$ cat config.mk
export PLATFORM = sky130hd
export DESIGN_NAME = man_motion_controller
export DESIGN_NICKNAME = d
export VERILOG_FILES = /design/src/rtl/man_motion_controller.sv
export SDC_FILE = /design/constraint.sdc
export NUM_CORES = 1
export LEC_CHECK = 0
export CAP_MARGIN = 5
export CORE_ASPECT_RATIO = 0.5
export CORE_UTILIZATION = 52
export DETAILED_ROUTE_END_ITERATION = 16
export PLACE_DENSITY = 0.77
export SKIP_CTS_REPAIR_TIMING = 1
export SYNTH_ARGS = -nofsm -noshare
export SYNTH_HDL_FRONTEND = slang
export SYNTH_SLANG_ARGS = --single-unit
$ cat constraint.sdc
create_clock -name Clk -period 2.25 [get_ports Clk]
set_input_delay 0.45 -clock Clk [delete_from_list [all_inputs] [get_ports Clk]]
set_output_delay 0.45 -clock Clk [all_outputs]
set_load 0.01 [all_outputs]
$ cat src/rtl/man_motion_controller.sv
// Per-frame player position and vertical physics engine. ManY moves one pixel per
// clock so the external row-exact collision check (on_ground) can never be skipped.
module man_motion_controller #(
  parameter int X_START = 10,
  parameter int Y_START = 215,
  parameter int X_MIN   = 0,
  parameter int X_MAX   = 619,
  parameter int Y_MAX   = 479,
  parameter int STEP_X  = 1,
  parameter int JUMP_V  = 8,
  parameter int V_MAX   = 8
) (
  input  logic       Clk,
  input  logic       Reset_n,
  input  logic       frame_tick,
  input  logic       key_left,
  input  logic       key_right,
  input  logic       key_jump,
  input  logic       on_ground,
  output logic [9:0] ManX,
  output logic [9:0] ManY,
  output logic [1:0] mode,
  output logic       busy,
  output logic       respawn
);

  typedef enum logic [1:0] {S_WAIT, S_HMOVE, S_VSTEP, S_VEND} state_e;
  typedef enum logic [1:0] {M_GROUND = 2'b00, M_RISE = 2'b01, M_FALL = 2'b10} mode_e;

  state_e     state_q, state_d;
  mode_e      mode_q, mode_d;
  logic [9:0] x_q, x_d, y_q, y_d;
  logic [3:0] vel_q, vel_d, rem_q, rem_d;
  logic       kl_q, kl_d, kr_q, kr_d, kj_q, kj_d;
  logic       resp_q, resp_d;

  function automatic logic [9:0] sat_x(input logic [9:0] x, input logic l, input logic r);
    int nx;
    nx = int'(x);
    if (r && !l) nx = nx + STEP_X;
    else if (l && !r) nx = nx - STEP_X;
    if (nx < X_MIN) nx = X_MIN;
    if (nx > X_MAX) nx = X_MAX;
    return 10'(nx);
  endfunction

  function automatic logic [3:0] fall_vel_inc(input logic [3:0] v);
    if (v >= 4'(V_MAX)) return 4'(V_MAX);
    return v + 4'd1;
  endfunction

  always_ff @(posedge Clk or negedge Reset_n) begin
    if (!Reset_n) begin
      state_q <= S_WAIT;
      mode_q  <= M_GROUND;
      x_q     <= 10'(X_START);
      y_q     <= 10'(Y_START);
      vel_q   <= 4'd0;
      rem_q   <= 4'd0;
      kl_q    <= 1'b0;
      kr_q    <= 1'b0;
      kj_q    <= 1'b0;
      resp_q  <= 1'b0;
    end else begin
      state_q <= state_d;
      mode_q  <= mode_d;
      x_q     <= x_d;
      y_q     <= y_d;
      vel_q   <= vel_d;
      rem_q   <= rem_d;
      kl_q    <= kl_d;
      kr_q    <= kr_d;
      kj_q    <= kj_d;
      resp_q  <= resp_d;
    end
  end

  always_comb begin
    state_d = state_q;
    mode_d  = mode_q;
    x_d     = x_q;
    y_d     = y_q;
    vel_d   = vel_q;
    rem_d   = rem_q;
    kl_d    = kl_q;
    kr_d    = kr_q;
    kj_d    = kj_q;
    resp_d  = 1'b0;
    case (state_q)
      S_WAIT: begin
        if (frame_tick) begin
          kl_d    = key_left;
          kr_d    = key_right;
          kj_d    = key_jump;
          state_d = S_HMOVE;
        end
      end
      S_HMOVE: begin
        x_d   = sat_x(x_q, kl_q, kr_q);
        rem_d = vel_q;
        // Walking off an edge is detected in VSTEP, once on_ground reflects the new X.
        if (mode_q == M_GROUND && kj_q) begin
          mode_d = M_RISE;
          vel_d  = 4'(JUMP_V);
          rem_d  = 4'(JUMP_V);
        end
        state_d = S_VSTEP;
      end
      S_VSTEP: begin
        case (mode_q)
          M_GROUND: begin
            if (on_ground) begin
              state_d = S_VEND;
            end else begin
              mode_d = M_FALL;
              vel_d  = 4'd1;
              rem_d  = 4'd1;
            end
          end
          M_RISE: begin
            if (rem_q == 4'd0 || y_q == 10'd0) begin
              state_d = S_VEND;
            end else begin
              y_d   = y_q - 10'd1;
              rem_d = rem_q - 4'd1;
            end
          end
          default: begin
            // Landing is tested before every pixel so a platform row is never crossed.
            if (on_ground) begin
              mode_d  = M_GROUND;
              vel_d   = 4'd0;
              state_d = S_VEND;
            end else if (rem_q == 4'd0) begin
              state_d = S_VEND;
            end else begin
              y_d   = y_q + 10'd1;
              rem_d = rem_q - 4'd1;
            end
          end
        endcase
      end
      S_VEND: begin
        case (mode_q)
          M_RISE: begin
            if (y_q == 10'd0 || vel_q <= 4'd1) begin
              mode_d = M_FALL;
              vel_d  = 4'd1;
            end else begin
              vel_d = vel_q - 4'd1;
            end
          end
          M_FALL:  vel_d = fall_vel_inc(vel_q);
          default: ;
        endcase
        if (y_q > 10'(Y_MAX)) begin
          x_d    = 10'(X_START);
          y_d    = 10'(Y_START);
          mode_d = M_GROUND;
          vel_d  = 4'd0;
          resp_d = 1'b1;
        end
        state_d = S_WAIT;
      end
      default: state_d = S_WAIT;
    endcase
  end

  assign ManX    = x_q;
  assign ManY    = y_q;
  assign mode    = mode_q;
  assign busy    = (state_q != S_WAIT);
  assign respawn = resp_q;

endmodule

==> results.md, run 1 <==
- # setup viols final: 2
- Critical path class: register to register
- Via Count: between 2,000 and 3,000
- Post-place setup slack: -0.0885 ns
- Num CTS Buffers: 5
- Hold WS: between 0.5 and 0.6 ns
- Root buf cell: clkbuf_16
- Clk buf depth: 2
- Slowest CP cell: dfstp_2
- Worst clock skew: about 0.0019 ns
- Netlist cell types: 65
- Asr flop ratio synth: 1.00
- Period utilization: 1.03
- Seq cells post-synth: 36
- Setup TNS: -0.0861 ns
- Pre-antenna DRT Iters: 5
- Critical path origin: ManX[1]
- Peak supply drop: 1100 uV
- Relative slew slack: 0.671
- Rows: 19
- Register area share after synthesis: 0.307
- Die W: 109 um
- Worst Path Required: about 2.4 ns
- Worst-path maximum fanout: 5
- Initial antenna violation count: 0
- Post-route cell area: slightly below 4000 sq um
- Sinks on the clock net: 36
- CTS H-Tree Depth: 2
- Post-route core utilization: 0.706
- Placed Area: roughly 3600 sq um
- Final Max Slew Viols: 0
- # diodes: 0
- GRT overflow: 0
- Avg Vias per Cell: just under 6
- Yosys top cell area share: 0.236
- Pwr dens: roughly 1600 nW/um^2
- Die area: 6030 sq um
- Die H: approximately 55 um
- First-pass GRT wire length: 13,100 um
- Failing checks: setup timing
- Clk slew on worst S/H paths: 0.06 ns
- Vias in the first global route: 2,852
- Synthesized net count: 378
- Post-synthesis cell area: ~3000 sq um
- Leak pwr: between 1.5 and 2 nW
- Reg2reg start: ManX[1]
- Synth area leaders: dfrtp_1 (24%), ha_1 (9.7%), dfstp_2 (7.1%), a21oi_1 (4.7%), o21ai_0 (3.9%)
- Hold WC Path Type: register to register
- Residual DRC count: 0
- CP arrival: 2.48 ns
- Routability cong.: 0.915
- Drt initial violations: 206
- Synthesis-to-layout area growth: 30.6%
- Largest net degree at the start of global routing: 37
- Gr usage total: 0.274
- Crit end category: register
- Hold Crit Start: ManY[2]
- Fin worst setup slack: -0.0587 ns
- Buffers on Ports: 30
- Remaining antenna violation count after routing: 0
- Crit path launch type: register
- Initial Util: 0.541
- Top_reg_cell synth: dfrtp_1
- Max cap viols: 0
- Minimum clock period: between 2 and 2.5 ns
- Drt wl/cell: 16.3 um
- EDFF count, synth: 0
- Mean Syn Cell Area: approximately 8.6 sq um
- Peak Freq: between 0.4 and 0.5 GHz
- Status: complete, but fails checks
- Worst slew pin tran: 0.491 ns
- Fill cells: just over 400
- Yosys warns: 0
- Post-DP HPWL: approximately 6000 um
- Layout cell share with drive strength beyond 1: 0.236
- Final hold vios: 0
- Setup repair after global routing missed its margin: true
- Cell taking the most area after synthesis: dfrtp_1
- CTS tree: done
- CP max stage delay: roughly 0.58 ns
- CP Cell Sequence: inv_1, buf_4, and4b_1, or2_4, a31o_1, o22ai_2, nand2_2, a32o_1
- Synth Instances: between 300 and 400
- Final wirelength: 8020 um
- Nets: approximately 450
- I/O pin count: 31
- Core Footprint: about 5500 sq um
- Clk Latency, worst-skew pair: ~0.28 ns
==> final timing paths <==
check                                to  slack, ns  cells after the start
worst max register to register  ManX[2]      -0.06                      8
min in group asynchronous       ManX[0]       0.60                      2
worst max-delay path            ManX[2]      -0.06                      8
worst min-delay path            ManY[2]       0.52                      2
worst min register to register  ManY[2]       0.52                      2
max in group asynchronous       ManY[1]       1.28                      2
==> flip-flops by register name, indices dropped and copies added (netlist names), 2 cells and up <==
| name | cells |
|---|---|
| vel_q | 4 |
| rem_q | 4 |
| state_q | 2 |
| ManY | 10 |
| ManX | 10 |
| mode | 2 |
==> cell families after synthesis <==
family / Yosys count / share of synthesized area
compound gates: 108 / 0.247
xor+xnor: 11 / 0.0325
fa+ha+maj: 24 / 0.104
buf+inv: 39 / 0.0569
flops: 36 / 0.307
mux: 10 / 0.0371
simple gates: 119 / 0.217
==> power breakdown <==
| group | internal (mW) | switching, mW |
|---|---|---|
| sequential | 0.979 | 0.338 |
| clock | 0.408 | 0.276 |
| combinational | 1.94 | 2.15 |
==> synthesized netlist by cell type (all sizes together) (5+ instances only) <==
cell type / number
nand2: 29
a21oi: 28
dfrtp: 28
nor2: 27
o21ai: 26
inv: 25
ha: 23
nand3: 12
nor3: 10
xnor2: 9
clkbuf: 8
dfstp: 8
nand2b: 7
nor4: 7
buf: 6
nor2b: 6
mux2: 5
mux2i: 5
o21a: 5
o31ai: 5
or2: 5
==> metrics by stage <==
step | power [mW] | cells
global placement | 5.02 | 475
global route | 6.59 | 492
finish | 6.09 | 492
detailed placement | 5.17 | 475
floorplan | 3.84 | 347
CTS | 5.88 | 483
==> critical path, delay by kind of cell, from the launching register on <==
kind | cells | cell delay [ns]
buf+inv | 2 | 0.22
flops | 1 | 0.58
compound gates | 3 | 0.76
simple gates | 3 | 0.64
==> placed cells by master, fill, tap and decap left out, types with 3 or more instances in the layout <==
master           count
xnor2_1              9
nand2_1             27
o31ai_1              5
o21ai_0             19
nand3_1             11
a21o_1               4
nor2_1              26
nor2b_1              6
a21oi_1             27
nor3_1              10
nand2b_1             7
and2_1               3
buf_4               47
ha_1                19
mux2i_1              4
clkbuf_16            5
o211ai_1             4
a211o_1              3
inv_1               23
a211oi_2             3
mux2_2               5
dfrtp_1             26
o21a_1               5
nor4_1               4
dfstp_2              8
o21ai_1              7
clkdlybuf4s50_1     30
==> cell type report <==
class                           instances  area [sq um]  share of cell area
Clock buffer                            5           125              0.0323
Multi-Input combinational cell        272          1970               0.508
Tap cell                               73          91.3              0.0236
Timing Repair Buffer                   78           664               0.171
Inverter                               25          93.8              0.0242
Clock inverter                          3          18.8             0.00484
Sequential cell                        36           913               0.236
==> routing by layer <==
layer  track usage  routed length [um]
met5             0                   0
met1         0.365                3560
met2         0.451                3810
met4        0.0888                 178
met3        0.0496                 463
Note: power is estimated with default switching activity, not from simulation.
==> run 2: changes to the inputs <==
- CAP_MARGIN: 5 -> 30
==> results of run 2 <==
The final DEF is identical to that of run 1; final timing and power are the same.
